===== src/rtl/sha256_uart_pkg.sv =====
`default_nettype none
// ============================================================================
// Module : sha256_uart_pkg
// Brief  : Shared constants, state encodings and hex decode helper for the
//          UART SHA-256 host.
// Rev    : 1.0  initial release
// ============================================================================
package sha256_uart_pkg;

  typedef logic [2:0] state_t;

  localparam state_t ST_IDLE         = 3'd0;
  localparam state_t ST_SEND_START   = 3'd1;
  localparam state_t ST_SEND_PAYLOAD = 3'd2;
  localparam state_t ST_SEND_TERM    = 3'd3;
  localparam state_t ST_RECV         = 3'd4;
  localparam state_t ST_DONE         = 3'd5;

  localparam logic [7:0] FRAME_START  = 8'h01;
  localparam logic [7:0] FRAME_END    = 8'hFF;
  localparam int         DIGEST_CHARS = 64;

  typedef struct packed {
    logic       valid;
    logic [3:0] nibble;
  } hex_nibble_t;

  // Letters share the low nibble pattern 1..6 in both cases, hence the +9.
  function automatic hex_nibble_t hex_to_nibble(input logic [7:0] i_char);
    hex_nibble_t r_res;
    r_res = '{valid: 1'b0, nibble: 4'h0};
    if (i_char >= 8'h30 && i_char <= 8'h39) begin
      r_res = '{valid: 1'b1, nibble: i_char[3:0]};
    end else if ((i_char >= 8'h61 && i_char <= 8'h66) ||
                 (i_char >= 8'h41 && i_char <= 8'h46)) begin
      r_res = '{valid: 1'b1, nibble: i_char[3:0] + 4'd9};
    end
    return r_res;
  endfunction

endpackage
`default_nettype wire


===== src/rtl/hex_ascii_decoder.sv =====
`default_nettype none
// ============================================================================
// Module : hex_ascii_decoder
// Brief  : Combinational ASCII hex character to nibble decoder with valid flag.
// Rev    : 1.0  initial release
// ============================================================================
module hex_ascii_decoder
  import sha256_uart_pkg::*;
(
  input  logic [7:0] i_char,
  output logic [3:0] o_nibble,
  output logic       o_valid
);

  hex_nibble_t w_dec;

  assign w_dec    = hex_to_nibble(i_char);
  assign o_nibble = w_dec.nibble;
  assign o_valid  = w_dec.valid;

endmodule
`default_nettype wire


===== src/rtl/sha256_uart_host.sv =====
`default_nettype none
// ============================================================================
// Module : sha256_uart_host
// Brief  : Frames a message as 01/payload/FF over UART TX and decodes the
//          64-char hex digest returned on UART RX. Optional RX inactivity
//          timeout enabled by defining SHA_HOST_TIMEOUT_EN.
// Rev    : 1.0  initial release
// ============================================================================
module sha256_uart_host
  import sha256_uart_pkg::*;
#(
  parameter int unsigned TIMEOUT_CYCLES = 27_000_000
) (
  input  logic         clk,
  input  logic         rst_n,
  input  logic [7:0]   i_msg_data,
  input  logic         i_msg_valid,
  input  logic         i_msg_last,
  output logic         o_msg_ready,
  output logic [7:0]   o_tx_data,
  output logic         o_tx_data_valid,
  input  logic         i_tx_data_ready,
  input  logic [7:0]   i_rx_data,
  input  logic         i_rx_data_valid,
  output logic         o_rx_data_ready,
  output logic [255:0] o_digest,
  output logic         o_digest_valid,
  output logic         o_busy,
  output logic         o_error
);

  state_t       r_state;
  logic [7:0]   r_tx_data;
  logic         r_tx_valid;
  logic         r_last;
  logic [255:0] r_digest;
  logic         r_digest_valid;
  logic         r_error;
  logic [5:0]   r_nib_cnt;

  logic         w_tx_accept;
  logic         w_msg_accept;
  logic [3:0]   w_rx_nibble;
  logic         w_rx_hex;

  if (TIMEOUT_CYCLES == 0) begin : g_bad_timeout
    $error("sha256_uart_host: TIMEOUT_CYCLES must be non-zero");
  end

`ifdef SHA_HOST_TIMEOUT_EN
  logic [31:0] r_tmo;
`endif

  hex_ascii_decoder u_hex_dec (
    .i_char  (i_rx_data),
    .o_nibble(w_rx_nibble),
    .o_valid (w_rx_hex)
  );

  assign w_tx_accept  = r_tx_valid && i_tx_data_ready;
  assign w_msg_accept = i_msg_valid && o_msg_ready;

  always_ff @(posedge clk or negedge rst_n) begin
    if (!rst_n) begin
      r_state        <= ST_IDLE;
      r_tx_data      <= 8'h00;
      r_tx_valid     <= 1'b0;
      r_last         <= 1'b0;
      r_digest       <= '0;
      r_digest_valid <= 1'b0;
      r_error        <= 1'b0;
      r_nib_cnt      <= 6'd0;
`ifdef SHA_HOST_TIMEOUT_EN
      r_tmo          <= 32'd0;
`endif
    end else begin
      r_digest_valid <= 1'b0;
      r_error        <= 1'b0;
      case (r_state)
        ST_IDLE: begin
          if (i_msg_valid) begin
            r_tx_data  <= FRAME_START;
            r_tx_valid <= 1'b1;
            r_state    <= ST_SEND_START;
          end
        end
        ST_SEND_START: begin
          if (w_tx_accept) begin
            r_tx_valid <= 1'b0;
            r_state    <= ST_SEND_PAYLOAD;
          end
        end
        ST_SEND_PAYLOAD: begin
          if (w_tx_accept) begin
            if (r_last) begin
              r_last    <= 1'b0;
              r_tx_data <= FRAME_END;
              r_state   <= ST_SEND_TERM;
            end else begin
              r_tx_valid <= 1'b0;
            end
          end else if (w_msg_accept) begin
            // 0xFF would be mistaken for the terminator, so it is dropped.
            if (i_msg_data == FRAME_END) begin
              r_error <= 1'b1;
              if (i_msg_last) begin
                r_tx_data  <= FRAME_END;
                r_tx_valid <= 1'b1;
                r_state    <= ST_SEND_TERM;
              end
            end else begin
              r_tx_data  <= i_msg_data;
              r_tx_valid <= 1'b1;
              r_last     <= i_msg_last;
            end
          end
        end
        ST_SEND_TERM: begin
          if (w_tx_accept) begin
            r_tx_valid <= 1'b0;
            r_digest   <= '0;
            r_nib_cnt  <= 6'd0;
            r_state    <= ST_RECV;
`ifdef SHA_HOST_TIMEOUT_EN
            r_tmo      <= 32'd0;
`endif
          end
        end
        ST_RECV: begin
          if (i_rx_data_valid) begin
`ifdef SHA_HOST_TIMEOUT_EN
            r_tmo <= 32'd0;
`endif
            if (w_rx_hex) begin
              r_digest  <= {r_digest[251:0], w_rx_nibble};
              r_nib_cnt <= r_nib_cnt + 6'd1;
              if (r_nib_cnt == 6'(DIGEST_CHARS - 1)) begin
                r_state <= ST_DONE;
              end
            end else begin
              r_error <= 1'b1;
              r_state <= ST_IDLE;
            end
          end
`ifdef SHA_HOST_TIMEOUT_EN
          else if (r_tmo == TIMEOUT_CYCLES) begin
            r_error <= 1'b1;
            r_state <= ST_IDLE;
          end else begin
            r_tmo <= r_tmo + 32'd1;
          end
`endif
        end
        ST_DONE: begin
          r_digest_valid <= 1'b1;
          r_state        <= ST_IDLE;
        end
        default: r_state <= ST_IDLE;
      endcase
    end
  end

  assign o_msg_ready     = (r_state == ST_SEND_PAYLOAD) && !r_tx_valid;
  assign o_tx_data       = r_tx_data;
  assign o_tx_data_valid = r_tx_valid;
  assign o_rx_data_ready = 1'b1;
  assign o_digest        = r_digest;
  assign o_digest_valid  = r_digest_valid;
  assign o_busy          = (r_state != ST_IDLE);
  assign o_error         = r_error;

endmodule
`default_nettype wire


===== config.mk =====
export PLATFORM = sky130hd
export DESIGN_NAME = sha256_uart_host
export DESIGN_NICKNAME = d
export VERILOG_FILES = /design/src/rtl/sha256_uart_pkg.sv /design/src/rtl/hex_ascii_decoder.sv /design/src/rtl/sha256_uart_host.sv
export SDC_FILE = /design/constraint.sdc
export NUM_CORES = 1
export LEC_CHECK = 0
export CORE_ASPECT_RATIO = 0.9
export CORE_MARGIN = 4
export CORE_UTILIZATION = 48
export CTS_CLUSTER_SIZE = 12
export DETAILED_ROUTE_END_ITERATION = 16
export PLACE_DENSITY = 0.77
export SETUP_SLACK_MARGIN = 0.15
export SLEW_MARGIN = 20
export SYNTH_ARGS = -nofsm -noshare
export SYNTH_HDL_FRONTEND = slang
export SYNTH_SLANG_ARGS = --single-unit
export TNS_END_PERCENT = 30

===== constraint.sdc =====
create_clock -name clk -period 2.19 [get_ports clk]
set_input_delay 0.3285 -clock clk [delete_from_list [all_inputs] [get_ports clk]]
set_output_delay 0.3285 -clock clk [all_outputs]
set_load 0.02 [all_outputs]

==> results.ini, run 1 <==
[timing]
hold_slack_ns=0.367
tns_ns=0
hold_viol=0
final_max_slew_viol_count=0
setup_viol=0
max_freq_ghz=0.503
rsz0062_at_grt=yes
min_period_over_period_pct=90.7
fin_worst_skew_ns=0.0128
final.min_clock_period_ns=1.99

[placement]
dp_hpwl_um=19500
portBuffers=290
place_congestion=0.859
dp_cells=1296

[final_layout]
layout_common_cells=clkdlybuf4s50_1 (285), dfrtp_1 (277), a22o_1 (257), buf_4 (43), clkbuf_16 (30)
final_util_pct=71.2
fin_cells=1349
final_common_cell=clkdlybuf4s50_1
drive_gt1_share_pct=11.1
syn_to_final_growth_pct=44.4
finalNetCount=1074
antenna_cells=0
n_fill_cell=1485

[synth]
avgSynthCellArea_um2=14.3
syn_area_mm2=0.0104
ys_warn_count=0
synth_seq_area_share_pct=66.9
synth-seq-cells=277
yosys.area.top_type=dfrtp_1
netlist.area_leader.share_pct=66.9
syn_inst=725
yosys-top-cells-area=dfrtp_1 (67%), a22o_1 (22%), buf_2 (1.9%)
syn_nets=751
synth_cell_type_count=47

[power_and_ir_drop]
power_uw=11600
p_seq_share_pct=45.8
power.density_mw_per_mm2=778
leakage_uw=0.00687
p_int_uw=8730
p_comb_share_pct=14.7
clockPowerShare_pct=39.6
sw_frac_of_total_pct=25.0
switching_power_uw=2910
vdd_ir_drop_max_mv=0.727

[global_routing]
grt_max_degree=61
grt_pass1_wl_um=44500
grt_pass1_vias=7887
grt_use_total_pct=22.8
antenna_found_initial=0
grt-ovfl-total=0

[critical_path]
required_ns=1.86
critPathCaptureType=output port
crit_path_cell_trace=buf_4, nor2_4, nand2_1, dlygate4sd2_1
arrival_ns=1.66
crit_type=reg2out
critPathMaxStageDelay_ns=0.39
r2r_slack_ns=0.30
crit_path_start_kind=flop
slowest_stage=dfrtp_1
critPathMaxFanout=7

[clock_tree]
cts_root_buf=clkbuf_16
cts_inserted_buffers=29
cts_tree=done
cts_htree_levels=1
clock_latency_ns=0.53
cts.path.max_buffers=3
clock-sinks=277
clkTransAtPathRegs_ns=0.06

[drt]
via_per_inst=5.73
drcViolationCount=0
detail_route.iter0.violations=417
postRouteAntennaNets=0
dr.pass1.iters=5
wl_per_cell_um=20.7
vias=7733
wirelength_um=27900

[status]
outcome=completed

[die]
die_w_um=163
io-pin-count=292
start_util_pct=49.3
rows=50
core_mm2=0.0210
die_h_um=147
dieArea_mm2=0.0240

[worst_hold_path]
hold_class=in2async

[job]
drv_cap=0

## synth_stat cells (all sizes together)
cell,n
nand4bb,1
a21oi,11
o22ai,2
a41oi,1
a211oi,1
nor3b,1
o21ai,22
a21o,3
xor2,1
nand2,21
mux2,1
nor4b,1
a22oi,1
clkbuf,9
and3,3
nand3,7
a221oi,1
mux2i,3
dfrtp,277
or4b,1
o21bai,1
a31oi,3
nand2b,2
nand4,2
o22a,1
o211ai,2
nor3,2
xnor2,1
conb,1
a32o,2
o311ai,1
nor2,10
ha,4
a41o,1
a22o,257
nor2b,1
a31o,1
and2,2
buf,56
inv,7
## cell families (layout without fill, tap and decap cells)
group / count (synthesis) / in the layout / share of synthesized area [%]
xor gates and xnor gates: 2 / 2 / 0.169
adders and majority gates: 4 / 4 / 0.483
and+or+nand+nor: 54 / 54 / 2.69
muxes: 4 / 4 / 0.398
other: 1 / 1 / 0.0362
DFF: 277 / 277 / 66.9
buffers and inverters: 72 / 410 / 4.07
AOI/OAI and AO/OA: 311 / 311 / 25.3
## power groups by stage
stage | clock (µW) | combinational, µW | sequential [µW]
floorplan | 0 | 757 | 5510
global placement | 0 | 1620 | 5410
detailed placement | 0 | 1650 | 5410
CTS | 4690 | 1650 | 5330
global route | 4910 | 1860 | 5350
finish | 4610 | 1710 | 5330
## routing by layer
layer  GRT usage (%)  routed length, µm  vias to the layer above
li1                -                  -                     3433
met1            33.2              12300                     3924
met2            34.7              12700                      325
met3            5.88               2120                       51
met4            5.49                748                        0
met5               0                  0                        -
## per-stage QoR
stage,setup WS [ns],cell area (µm²)
finish,0.203,15000
CTS,0.0705,14900
global route,0.119,15000
floorplan,0.179,10400
global placement,-0.283,14000
detailed placement,-0.339,14000
## critical path, delay by kind of cell (launching register included)
kind | cells | cell delay [ns]
buf+inv | 2 | 0.51
flops | 1 | 0.39
simple gates | 2 | 0.24
## sequential cells by signal, indices dropped and copies added (netlist names)
signal / count
o_error: 1
r_state: 3
r_nib_cnt: 6
o_digest_valid: 1
o_digest: 256
o_tx_data_valid: 1
r_last: 1
o_tx_data: 8
## worst paths after layout
path                                     startpoint                   endpoint  cells past startpoint
hold / removal                                rst_n  o_digest[237]$_DFFE_PN0P_                      2
hold reg to reg            o_tx_data[1]$_DFFE_PN0P_   o_tx_data[1]$_DFFE_PN0P_                      2
setup / recovery             r_state[1]$_DFFE_PN0P_                     o_busy                      4
min in group clk                       i_rx_data[1]    o_digest[1]$_DFFE_PN0P_                      4
setup reg to reg             r_state[1]$_DFFE_PN0P_  o_digest[200]$_DFFE_PN0P_                      8
max in group asynchronous                     rst_n  o_digest[126]$_DFFE_PN0P_                      3
## area by class of cell
class | instances | area, µm² | area share, %
inverters | 7 | 26.3 | 0.176
clock inverters | 2 | 41.3 | 0.276
multi-input cells | 376 | 3050 | 20.4
repair buffers | 357 | 3710 | 24.8
well taps | 286 | 358 | 2.39
flip-flops and latches | 277 | 6930 | 46.3
clock buffers | 44 | 852 | 5.69
## timing repair
item,4_1_cts,5_1_grt
endpoints found under the setup margin,2,251
hold buffers,1,0
endpoints found under the hold margin,50,0
gates cloned,0,1
setup buffers,0,5
resized for setup,3,10
pin swaps,0,4
(Power assumes the default switching activity.)
==> run 2, diff against run 1 <==
CTS_CLUSTER_DIAMETER = 150   (was default)
GPL_ROUTABILITY_DRIVEN = 0   (was default)
==> results.ini, run 2 (synthesis results as in run 1) <==
[status]
outcome=completed  ; unchanged

[drt]
dr.pass1.iters=5  ; unchanged
drcViolationCount=0  ; unchanged
detail_route.iter0.violations=357  ; was 417
wirelength_um=27500  ; was 27900 µm
wl_per_cell_um=20.7  ; about the same
via_per_inst=5.74  ; was 5.73
postRouteAntennaNets=0  ; unchanged
vias=7625  ; was 7733

[clock_tree]
cts_htree_levels=1  ; unchanged
cts_inserted_buffers=27  ; was 29
cts_tree=done  ; unchanged
clock-sinks=277  ; unchanged
clock_latency_ns=0.52  ; was 0.53 ns
cts.path.max_buffers=3  ; unchanged
cts_root_buf=clkbuf_16  ; unchanged
clkTransAtPathRegs_ns=0.06  ; about the same

[final_layout]
layout_common_cells=clkdlybuf4s50_1 (285), dfrtp_1 (277), a22o_1 (257), buf_4 (40), clkbuf_16 (27)  ; was clkdlybuf4s50_1 (285), dfrtp_1 (277), a22o_1 (257), buf_4 (43), clkbuf_16 (30)
final_util_pct=70.0  ; was 71.2%
antenna_cells=0  ; unchanged
final_common_cell=clkdlybuf4s50_1  ; unchanged
syn_to_final_growth_pct=41.9  ; was 44.4%
largest_register_ffs=256  ; unchanged
drive_gt1_share_pct=9.98  ; was 11.1%
finalNetCount=1067  ; was 1074
final_cell_area_mm2=0.0147  ; was 0.0150 mm²
n_fill_cell=1518  ; was 1485

[critical_path]
arrival_ns=1.66  ; about the same
timing.rr.start=r_state[1]$_DFFE_PN0P_  ; unchanged
reg2reg_to=o_digest[175]$_DFFE_PN0P_  ; was o_digest[200]$_DFFE_PN0P_
cp_num_cells=4  ; unchanged
critPathCaptureType=output port  ; unchanged
critPathMaxStageDelay_ns=0.39  ; about the same
crit_buf_inv=2  ; unchanged
crit_path_start_kind=flop  ; unchanged
worstSetupStartpoint=r_state[1]$_DFFE_PN0P_  ; unchanged
required_ns=1.86  ; about the same
r2r_slack_ns=0.31  ; was 0.30 ns
slowest_stage=dfrtp_1  ; unchanged
endpoint=o_busy  ; unchanged
r2r_cells=8  ; unchanged
crit_type=reg2out  ; unchanged
critical_path.top_delay_family=buffers and inverters  ; unchanged
critPathMaxFanout=7  ; unchanged
crit_path_cell_trace=buf_4, nor2_4, nand2_1, dlygate4sd2_1  ; unchanged

[placement]
portBuffers=290  ; unchanged
dp_hpwl_um=19500  ; unchanged
placed_area_mm2=0.0140  ; unchanged

[global_routing]
antenna_found_initial=0  ; unchanged
grt_use_total_pct=22.5  ; was 22.8%
grt_pass1_vias=7794  ; was 7887
grt_pass1_wl_um=44200  ; was 44500 µm
grt_max_degree=61  ; unchanged
grt-ovfl-total=0  ; unchanged

[die]
core_mm2=0.0210  ; unchanged
rows=50  ; unchanged
die_w_um=163  ; unchanged
io-pin-count=292  ; unchanged
start_util_pct=49.3  ; unchanged
dieArea_mm2=0.0240  ; unchanged
die_h_um=147  ; unchanged

[timing]
hold_viol=0  ; unchanged
final.min_clock_period_ns=1.99  ; about the same
min_period_over_period_pct=90.9  ; was 90.7%
hold_slack_ns=0.335  ; was 0.367 ns
setup_viol=0  ; unchanged
fin_worst_skew_ns=0.0117  ; was 0.0128 ns
rsz0062_at_grt=yes  ; unchanged
final_max_slew_viol_count=0  ; unchanged
tns_ns=0  ; unchanged
max_freq_ghz=0.503  ; about the same

[worst_hold_path]
hold_class=in2async  ; unchanged

[job]
drv_cap=0  ; unchanged

[power_and_ir_drop]
vdd_ir_drop_max_mv=0.574  ; was 0.727 mV
leakage_uw=0.00674  ; was 0.00687 µW
power_uw=10900  ; was 11600 µW
power.density_mw_per_mm2=743  ; was 778 mW/mm²

## run 2: changes by cell type in the layout (fill, tap and decap cells not counted), sizes merged
cell | before | now
bufinv | 1 | 0
inv | 8 | 9
buf | 66 | 62
clkbuf | 45 | 28
## run 2: what timing repair did
item                                    in CTS  in global routing
hold buffers                                 1                  0
pin swaps                                    0                  4
buffers inserted                             0                  1
endpoints found under the setup margin       2                254
gates resized for setup                      3                  8
hold endpoints to repair                    50                  0
## run 2: through the flow
stage | setup slack [ns] | instances
after floorplan | 0.179 | 725
final | 0.200 | 1328
after global routing | 0.116 | 1328
after CTS | 0.0738 | 1327
after detailed placement | -0.339 | 1296
after global placement | -0.283 | 1296
## run 2: per-layer routing
metal	up-vias	global-route usage, %	part of all wire [%]
li1	3412	-	-
met1	3865	32.6	44
met2	315	35.1	46
met3	33	6.02	8.3
met4	0	4.44	1.7
met5	-	0	0
## run 2: report_power, final
part / total (µW) / switching, µW / internal (µW)
clock network: 3940 / 1760 / 2180
logic: 1660 / 959 / 700
registers: 5330 / 86.6 / 5240
total: 10900 / 2800 / 8120
## run 2: worst register-to-register path, cell delays in order, from the launching register on
cell and delay [ns]:
dfrtp_1 0.39, buf_4 0.18, nor2_4 0.14, nand2_1 0.16, a21o_1 0.23, nor2_4 0.15, buf_12 0.18, buf_12 0.20
a22o_1 0.19
## run 2: worst min-delay path by stage
| stage | start | end | slack [ns] | cells after the start |
|---|---|---|---|---|
| after floorplan | rst_n | o_digest[0]$_DFFE_PN0P_ | 0.03 | 0 |
| after global placement | rst_n | o_digest[28]$_DFFE_PN0P_ | 0.28 | 1 |
| after detailed placement | rst_n | o_digest[32]$_DFFE_PN0P_ | 0.28 | 1 |
| after CTS | rst_n | o_digest[229]$_DFFE_PN0P_ | 0.33 | 2 |
| after global routing | rst_n | o_digest[217]$_DFFE_PN0P_ | 0.35 | 2 |
| final | rst_n | o_digest[229]$_DFFE_PN0P_ | 0.33 | 2 |
## run 2: final cells by class
cell class                 instances  area [µm²]  area share (%)
clock buffer                      28         679            4.62
clock inverter                     2        20.0           0.136
tap                              286         358            2.43
timing repair buffer             352        3640            24.8
multi-input combinational        376        3050            20.7
inverter                           7        26.3           0.179
sequential                       277        6930            47.1
==> run 3, diff against run 2 <==
CORE_UTILIZATION = 43   (was 48)
CTS_CLUSTER_DIAMETER = 60   (was 150)
PLACE_DENSITY = 0.73   (was 0.77)
clock period = 1.8 ns   (was 2.19 ns; I/O delays follow)
==> results.ini, run 3 (synthesis results as in run 1) <==
[clock_tree]
clock_latency_ns=0.53  ; was 0.52 ns
cts_root_buf=clkbuf_16  ; unchanged
cts_inserted_buffers=28  ; was 27
cts_tree=done  ; unchanged
clock-sinks=277  ; unchanged
clkTransAtPathRegs_ns=0.06  ; about the same
cts.path.max_buffers=3  ; unchanged
cts_htree_levels=1  ; unchanged

[drt]
dr.pass1.iters=5  ; unchanged
wl_per_cell_um=24.0  ; was 20.7 µm
via_per_inst=5.84  ; was 5.74
detail_route.iter0.violations=610  ; was 357
wirelength_um=33800  ; was 27500 µm
drcViolationCount=0  ; unchanged
vias=8222  ; was 7625
postRouteAntennaNets=0  ; unchanged

[power_and_ir_drop]
p_comb_share_pct=18.5  ; was 15.2%
p_seq_share_pct=44.6  ; was 48.8%
clockPowerShare_pct=36.8  ; was 36.0%
leakage_uw=0.0104  ; was 0.00674 µW
switching_power_uw=3850  ; was 2800 µW
sw_frac_of_total_pct=26.5  ; was 25.6%
vdd_ir_drop_max_mv=0.615  ; was 0.574 mV
power.density_mw_per_mm2=892  ; was 743 mW/mm²
p_int_uw=10700  ; was 8120 µW

[placement]
dp_cells=1310  ; was 1296
dp_worst_setup_slack_ns=-0.869  ; was -0.339 ns
dp_hpwl_um=18500  ; was 19500 µm
placed_area_mm2=0.0139  ; was 0.0140 mm²
portBuffers=290  ; unchanged

[timing]
hold_slack_ns=0.245  ; was 0.335 ns
final_max_slew_viol_count=0  ; unchanged
setup_viol=265  ; was 0
max_freq_ghz=0.504
rsz0062_at_grt=yes  ; unchanged
fin_worst_skew_ns=0.0142  ; was 0.0117 ns
min_period_over_period_pct=110
final.min_clock_period_ns=1.98
setup_ws_ns=-0.183  ; was 0.200 ns
hold_viol=0  ; unchanged

[critical_path]
critPathCaptureType=flop  ; was output port
arrival_ns=2.44  ; was 1.66 ns
r2r_slack_ns=-0.18  ; was 0.31 ns
slowest_stage=dfrtp_1  ; unchanged
reg2reg_to=o_digest[189]$_DFFE_PN0P_  ; was o_digest[175]$_DFFE_PN0P_
r2r_cells=10  ; was 8
crit_path_start_kind=flop  ; unchanged
required_ns=2.26  ; was 1.86 ns
crit_path_cell_trace=buf_6, nor2_4, nand2_4, a21o_1, nor2_4, buf_6, buf_12, buf_12, buf_16, a22o_1  ; was buf_4, nor2_4, nand2_1, dlygate4sd2_1
timing.rr.start=r_state[1]$_DFFE_PN0P_  ; unchanged
critPathMaxFanout=11  ; was 7
critPathMaxStageDelay_ns=0.41  ; was 0.39 ns
crit_type=reg2reg  ; was reg2out

[final_layout]
finalNetCount=1126  ; was 1067
antenna_cells=0  ; unchanged
largest_register_ffs=256  ; unchanged
final_util_pct=69.2  ; was 70.0%
syn_to_final_growth_pct=57.2  ; was 41.9%
final_common_cell=dfrtp_1  ; was clkdlybuf4s50_1
drive_gt1_share_pct=17.5  ; was 9.98%
seqCellArea_mm2=0.00693  ; about the same
multi_input_comb_area_mm2=0.00319  ; was 0.00305 mm²
layout_common_cells=dfrtp_1 (276), a22o_1 (257), dlygate4sd2_1 (141), dlymetal6s2s_1 (128), clkbuf_16 (50)  ; was clkdlybuf4s50_1 (285), dfrtp_1 (277), a22o_1 (257), buf_4 (40), clkbuf_16 (27)
n_fill_cell=1626  ; was 1518
final_cell_area_mm2=0.0163  ; was 0.0147 mm²
fin_cells=1408  ; was 1328

[die]
rows=53  ; was 50
io-pin-count=292  ; unchanged
die_w_um=172  ; was 163 µm
die_h_um=155  ; was 147 µm
core_mm2=0.0235  ; was 0.0210 mm²
dieArea_mm2=0.0267  ; was 0.0240 mm²
start_util_pct=44.0  ; was 49.3%

[global_routing]
grt_pass1_vias=7977  ; was 7794
antenna_found_initial=0  ; unchanged
grt_max_degree=53  ; was 61
grt-ovfl-total=0  ; unchanged
grt_pass1_wl_um=47200  ; was 44200 µm
grt_use_total_pct=22.1  ; was 22.5%

[job]
drv_cap=0  ; unchanged

[status]
violations=negative setup slack
outcome=complete, but fails checks  ; was completed

[worst_hold_path]
hold_class=in2async  ; unchanged

## run 3: cell count changes in the layout (fill, tap and decap cells not counted), moves of 9 or more
cell | before | now
buf_12 | 21 | 12
buf_16 | 0 | 16
buf_6 | 0 | 15
clkbuf_16 | 27 | 50
clkdlybuf4s50_1 | 285 | 12
dlygate4sd2_1 | 1 | 141
dlymetal6s2s_1 | 2 | 128
## run 3: timing repair
| item | CTS | global route |
|---|---|---|
| hold endpoints to repair | 43 | 0 |
| cloned | 12 | 27 |
| setup buffers | 11 | 11 |
| endpoints found under the setup margin | 538 | 401 |
| hold buffers | 1 | 0 |
| resized for setup | 185 | 182 |
| pin swaps | 8 | 28 |
## run 3: stage by stage
step           setup TNS [ns]  total power [µW]
6_report               -20.33             14500
5_1_grt                -37.80             15100
4_1_cts                 -7.17             14300
3_5_place_dp          -217.87              8620
3_3_place_gp          -208.21              8600
2_1_floorplan           -4.62              7700
## run 3: worst max path at each step
stage | startpoint | to | slack [ns] | cells after the start
floorplan | o_tx_data_valid$_DFFE_PN0P_ | o_tx_data[1]$_DFFE_PN0P_ | -0.07 | 6
global placement | i_rx_data[0] | o_digest[57]$_DFFE_PN0P_ | -0.82 | 9
detailed placement | i_rx_data[0] | o_digest[160]$_DFFE_PN0P_ | -0.87 | 9
CTS | r_state[1]$_DFFE_PN0P_ | o_msg_ready | -0.11 | 5
global route | r_state[1]$_DFFE_PN0P_ | o_digest[189]$_DFFE_PN0P_ | -0.24 | 10
finish | r_state[1]$_DFFE_PN0P_ | o_digest[189]$_DFFE_PN0P_ | -0.18 | 10
## run 3: layout make-up
type,instances,area share (%)
inverters,7,0.292
clock buffers,32,4.59
repair buffers,410,30.3
flip-flops and latches,277,42.6
clock inverters,4,0.330
well taps,302,2.32
multi-input cells,376,19.6
## run 3: per-layer routing
layer / routed length, µm / global-route usage (%) / vias to the layer above / part of all wire (%)
li1: - / - / 3565 / -
met5: 0 / 0 / - / 0
met2: 16200 / 34.4 / 369 / 48
met3: 2240 / 3.86 / 57 / 6.6
met4: 897 / 5.39 / 0 / 2.7
met1: 14500 / 32.6 / 4231 / 43
## run 3: critical path: cells and delay by family, from the launching register on
kind,cells,cell delay [ns]
and+or+nand+nor,3,0.47
AOI/OAI and AO/OA,2,0.38
DFF,1,0.41
buffers and inverters,5,0.64
## run 3: power by group through the flow
stage / logic (µW) / registers, µW / clock network (µW)
finish: 2690 / 6480 / 5350
CTS: 2420 / 6480 / 5420
floorplan: 987 / 6710 / 0
detailed placement: 2040 / 6580 / 0
global route: 2900 / 6500 / 5700
global placement: 2010 / 6590 / 0
